==> config.mk <==
export PLATFORM = sky130hd
export DESIGN_NAME = parallel_to_serial_tx
export DESIGN_NICKNAME = d
export VERILOG_FILES = /design/src/rtl/p2s_pkg.sv /design/src/rtl/parallel_to_serial_tx.sv
export SDC_FILE = /design/constraint.sdc
export NUM_CORES = 1
export LEC_CHECK = 0
export CORE_ASPECT_RATIO = 1.1
export CORE_MARGIN = 1.5
export CORE_UTILIZATION = 55
export DETAILED_ROUTE_END_ITERATION = 8
export PLACE_DENSITY = 0.95
export SLEW_MARGIN = 0
export SYNTH_ARGS = -nofsm -noshare
export SYNTH_HDL_FRONTEND = slang
export SYNTH_SLANG_ARGS = --single-unit
==> constraint.sdc <==
create_clock -name clk -period 4.2 [get_ports clk]
set_clock_uncertainty 0.05 [all_clocks]
set_input_delay 0.84 -clock clk [delete_from_list [all_inputs] [get_ports clk]]
set_output_delay 0.84 -clock clk [all_outputs]
set_load 0.01 [all_outputs]
==> src/rtl/p2s_pkg.sv <==
// Shared types for the parallel-to-serial transmitter.
package p2s_pkg;

  typedef enum logic {
    P2S_IDLE  = 1'b0,
    P2S_SHIFT = 1'b1
  } p2s_state_t;

  localparam int P2S_DEFAULT_WIDTH = 32;

endpackage

==> src/rtl/parallel_to_serial_tx.sv <==
// Parallel-to-serial transmitter: accepts a word on load && ready and shifts it
// out one bit per clock with serial_valid/last/done framing strobes.
module parallel_to_serial_tx
  import p2s_pkg::*;
#(
  parameter int WIDTH     = P2S_DEFAULT_WIDTH,
  parameter bit MSB_FIRST = 1'b1
) (
  input  logic             clk,
  input  logic             reset,
  input  logic [WIDTH-1:0] data_in,
  input  logic             load,
  output logic             ready,
  output logic             serial_out,
  output logic             serial_valid,
  output logic             last,
  output logic             done,
  output logic             busy
);

  localparam int CNT_W = (WIDTH > 1) ? $clog2(WIDTH) : 1;
  localparam logic [CNT_W-1:0] CNT_FIRST = CNT_W'(WIDTH - 1);
  localparam logic [CNT_W-1:0] CNT_ONE   = CNT_W'(1);
  localparam logic [CNT_W-1:0] CNT_ZERO  = '0;

  p2s_state_t       r_state;
  logic [WIDTH-1:0] r_shift;
  logic [CNT_W-1:0] r_cnt;
  logic             r_serial_out;
  logic             r_serial_valid;
  logic             r_last;
  logic             r_done;

  logic             w_ready;
  logic             w_accept;

  function automatic logic first_bit(input logic [WIDTH-1:0] w);
    return MSB_FIRST ? w[WIDTH-1] : w[0];
  endfunction

  function automatic logic [WIDTH-1:0] shift_once(input logic [WIDTH-1:0] w);
    return MSB_FIRST ? (w << 1) : (w >> 1);
  endfunction

  // A new word may land in the final-bit cycle so words stream without a gap.
  assign w_ready  = (r_state == P2S_IDLE) || (r_cnt == CNT_ZERO);
  assign w_accept = load && w_ready;

  always_ff @(posedge clk or posedge reset) begin
    if (reset) begin
      r_state        <= P2S_IDLE;
      r_shift        <= '0;
      r_cnt          <= '0;
      r_serial_out   <= 1'b0;
      r_serial_valid <= 1'b0;
      r_last         <= 1'b0;
      r_done         <= 1'b0;
    end else begin
      r_done <= r_last;
      if (w_accept) begin
        r_state        <= P2S_SHIFT;
        r_cnt          <= CNT_FIRST;
        r_serial_out   <= first_bit(data_in);
        r_shift        <= shift_once(data_in);
        r_serial_valid <= 1'b1;
        r_last         <= 1'b0;
      end else if (r_state == P2S_SHIFT && r_cnt != CNT_ZERO) begin
        r_serial_out   <= first_bit(r_shift);
        r_shift        <= shift_once(r_shift);
        r_cnt          <= r_cnt - CNT_ONE;
        r_serial_valid <= 1'b1;
        r_last         <= (r_cnt == CNT_ONE);
      end else begin
        r_state        <= P2S_IDLE;
        r_serial_out   <= 1'b0;
        r_serial_valid <= 1'b0;
        r_last         <= 1'b0;
      end
    end
  end

  assign ready        = w_ready;
  assign serial_out   = r_serial_out;
  assign serial_valid = r_serial_valid;
  assign last         = r_last;
  assign done         = r_done;
  assign busy         = (r_state == P2S_SHIFT);

endmodule

# Word-level counts from Yosys, hierarchy flattened
# Index checks and enable logic that the tools add are counted.
[word_totals]
regBits = 42
[op_classes]
add_sub_neg = 1
n_eq_ne = 2
n_mux = 12
bitwise = 1
reduce_logical = 6
[op_table]
columns = ["operator", "n"]
rows = [
  ["32-bit 2-to-1 mux", 2],
  ["5-bit 2-to-1 mux", 2],
  ["1-bit 2-to-1 mux", 8],
  ["5-bit by 1-bit equality test with 1-bit output, second input constant", 1],
  ["5-bit zero test", 1],
  ["5-bit nonzero test", 1],
  ["5-bit by 1-bit subtractor with 5-bit output, second input constant", 1],
  ["1-bit logical AND", 2],
  ["2-bit inequality test, second input constant", 1],
  ["2-bit nonzero test", 1],
  ["1-bit logical OR", 1],
  ["1-bit inverter", 1],
]

# Depth between registers and ports, before layout
# Gate-level depths: netlist of the first run.
[depth]
ltp_word = 4
ltp_mapped = 7
ltp_nobuf = 6

# Worst setup path before layout of the first run
# Ideal clock, no wire load.
[synth_path]
path_type = "reg2out"
startpoint = "reg r_cnt[0]"
endpoint = "out ready"
arrival_time_ns = 1.468
required_ns = 3.310
slack_ns = 1.842
stages_incl_launch_ff = 7
n_path_buf = 1
path_cell_list = "dfrtp_1 inv_1 ha_1 or4b_4 and2_4 buf_6 inv_1"
[synth_via]
elab_chain_len = 2
[synth_lines]
columns = ["element", "line", "rtl"]
rows = [
  ["start, declared", "parallel_to_serial_tx.sv:28", "logic [CNT_W-1:0] r_cnt;"],
  ["start signal, assigned", "parallel_to_serial_tx.sv:70", "r_cnt <= r_cnt - CNT_ONE;"],
  ["5-bit zero test", "parallel_to_serial_tx.sv:46", "assign w_ready = (r_state == P2S_IDLE) || (r_cnt == CNT_ZERO);"],
  ["1-bit logical OR", "parallel_to_serial_tx.sv:46", ""],
  ["end, declared", "parallel_to_serial_tx.sv:13", "output logic ready,"],
]
# No other way between the ends.

# Worst setup path after layout of the first run
# Ends and elaborated chain as after synthesis.

==> metrics.md, run 1 <==
| Metric | Value |
|---|---|
| Status | finished clean |
| Hpwl dp | 2550 µm |
| Final WS setup | 0.512 ns |
| Number of synthesized flops with an enable pin | 0 |
| Max IR drop VDD | 0.000306 V |
| Clk pin slew, worst setup/hold paths | 0.11 ns |
| Hold-fix buffers, CTS | 0 |
| Pre-CTS setup slack | 0.908 ns |
| Worst Path Arrival | 2.80 ns |
| Final Hold Fails | 0 |
| Die ar. | 4060 µm² |
| Hold Slack | 0.337 ns |
| DR WL/cell | 14.7 µm |
| Worst slew margin | 30.8% |
| Largest net degree at the start of global routing | 41 |
| Syn avg cell area | 11.0 µm² |
| Via Count | 1503 |
| TritonCTS Buffers | 5 |
| Num rows | 22 |
| Starting density of the core | 58.9% |
| Setup violators final | 0 |
| WP data required | 3.31 ns |
| Number of H-tree levels | 2 |
| Gr ovfl total | 0 |
| Critical path capture point type | primary output |
| DR DRC count | 0 |
| Nets | 254 |
| CP peak stage delay | 0.67 ns |
| Vias per inst | 5.69 |
| Clock root buffer master | clkbuf_4 |
| Worst min-delay path class | reg2reg |
| N_diodes | 0 |
| Most frequent CP cell | inv_1 |
| Cts repair resizes | 0 |
| Sequential area share after synthesis | 50.6% |
| GRT Total Usage | 22.8% |
| Fraction of layout cells with a size suffix above 1 | 12.0% |
| Vias in the first global route | 1514 |
| Top FF cell, synth | dfrtp_1 |
| Total Power | 1.20 mW |
| First-pass GRT wire length | 6780 µm |
| Fmax | 271 MHz |
| Async S/R FF share, synth | 100% |
| CP top delay family | simple AND/OR/NAND/NOR gates |
| Antenna violations before repair | 0 |
| CP max stage cell | or4b_4 |
| Final Max Slew Viols | 0 |
| Layout Area Growth over Synthesis | 20.7% |
| Fin crit share | 87.8% |
| Max_cap viols | 0 |
| Flip-flop and latch count after synthesis | 41 |
| Gpl congestion | 0.831 |
| TritonRoute pass-1 iters | 4 |
| Die width | 60.9 µm |
| Pleak | 1.11 nW |
| Setup Buffers After CTS | 0 |
| Slew at the pin closest to its max-slew limit | 1.04 ns |
| I/O pin cnt | 41 |
| Power Density | 490 nW/µm² |
| Overall routed net length | 3870 µm |
| Critical Path Start Type | flop |
| Syn Nets | 222 |
| Crit Path Max Fanout | 38 |
| Gate Count Post-Synth | 184 |
| Yosys cell types | 25 |
| Total negative slack | 0 ns |
| Core Box Area | 3440 µm² |
| Die Y | 66.7 µm |
| Mapped cell area | 2030 µm² |
| RSZ-0062 raised after global routing | false |
| Buffers added on ports | 40 |
| TritonCTS clock tree | done |
| Crit path buf inv count | 3 |
| Setup CP Type | reg2out |
| Cell Chain, Critical Path | inv_1 > ha_1 > or4b_4 > and2_4 > inv_1 > clkdlybuf4s50_1 |
| Syn. warnings | 0 |
| Clk Latency, worst-skew pair | 0.35 ns |
| Post-Route Utilization | 71.1% |
| # clock sinks | 41 |
| Post-DRT Antenna Nets | 0 |
| Initial DRC count | 117 |
| Tmin final | 3.69 ns |
| Maximum buffer depth of the clock tree | 2 |
routing by layer:
layer	vias to the layer above	routed length, µm	GRT usage (%)
li1	728	-	-
met1	729	1650	28.3
met2	39	1970	36.3
met3	7	194	6.80
met4	0	56	9.78
met5	-	0	0
stage by stage:
step	area (µm²)	std cells
6_report	2450	264
2_1_floorplan	2030	184
3_3_place_gp	2390	257
5_1_grt	2450	264
3_5_place_dp	2390	257
4_1_cts	2450	264
registers in the layout (all words and copies together) (netlist names):
register and count:
busy 1, done 1, last 1, r_cnt 5
r_shift 31, serial_out 1, serial_valid 1
cells by family (layout without fill, tap and decap cells):
kind of cell | Yosys count | count (layout) | share of synthesized area (%)
flops | 41 | 41 | 50.6
fa+ha+maj | 3 | 3 | 1.85
compound gates | 40 | 40 | 13.2
mux | 31 | 31 | 15.3
xor+xnor | 2 | 2 | 0.864
simple gates | 46 | 46 | 12.2
buf+inv | 21 | 53 | 5.93
where the power goes:
group / leakage, nW / internal (mW) / switching, mW / total [mW]
combinational: 0.544 / 0.188 / 0.196 / 0.384
sequential: 0.534 / 0.528 / 0.0896 / 0.617
clock: 0.0314 / 0.0791 / 0.119 / 0.198
total: 1.11 / 0.795 / 0.404 / 1.20
layout by cell type, fill, tap and decap left out, drive strengths merged, types with 4 or more instances in the layout:
| cell | netlist | final |
|---|---|---|
| nand3 | 32 | 32 |
| inv | 4 | 4 |
| clkbuf | 9 | 7 |
| dfrtp | 41 | 41 |
| mux2i | 31 | 31 |
| a211oi | 4 | 4 |
| a21oi | 4 | 4 |
| o21ai | 31 | 31 |
| clkdlybuf4s50 | 0 | 39 |
worst paths after layout:
kind	from	to	slack (ns)	depth (start not counted)
max	r_cnt[0]	ready	0.51	6
min	last	done	0.34	0
max reg2reg	r_cnt[0]	last	2.05	5
min reg2reg	last	done	0.34	0
max in group asynchronous	reset	r_shift[1]	2.52	3
min in group asynchronous	reset	r_shift[16]	0.82	2
layout make-up:
| type | instances | area, µm² |
|---|---|---|
| Clock buffer | 7 | 55.1 |
| Timing Repair Buffer | 42 | 410 |
| Fill cell | 264 | 993 |
| Sequential cell | 41 | 1030 |
| Multi-Input combinational cell | 122 | 881 |
| Tap cell | 48 | 60.1 |
| Inverter | 4 | 15.0 |
synth_stat cells, types with 2 or more instances:
cell,number,area share [%]
a211oi_1,4,1.5
a21oi_1,4,0.99
xnor2_1,2,0.86
mux2i_1,31,15
buf_2,2,0.49
nand2b_1,2,0.62
o21ai_0,16,4.0
nand3_1,32,7.9
and3_1,2,0.62
ha_1,3,1.9
nor2_1,2,0.37
o21ai_2,15,6.5
nor3_1,3,0.74
buf_1,2,0.37
buf_6,3,1.7
clkbuf_1,9,1.7
dfrtp_1,41,51
inv_1,4,0.74
No activity file was read; power rests on OpenSTA's default activity.
==> inputs of run 2 (changes only) <==
Settings changed: SETUP_SLACK_MARGIN set to 0.02.
==> results of run 2 <==
Final layout, timing and power as in run 1 (identical DEF).
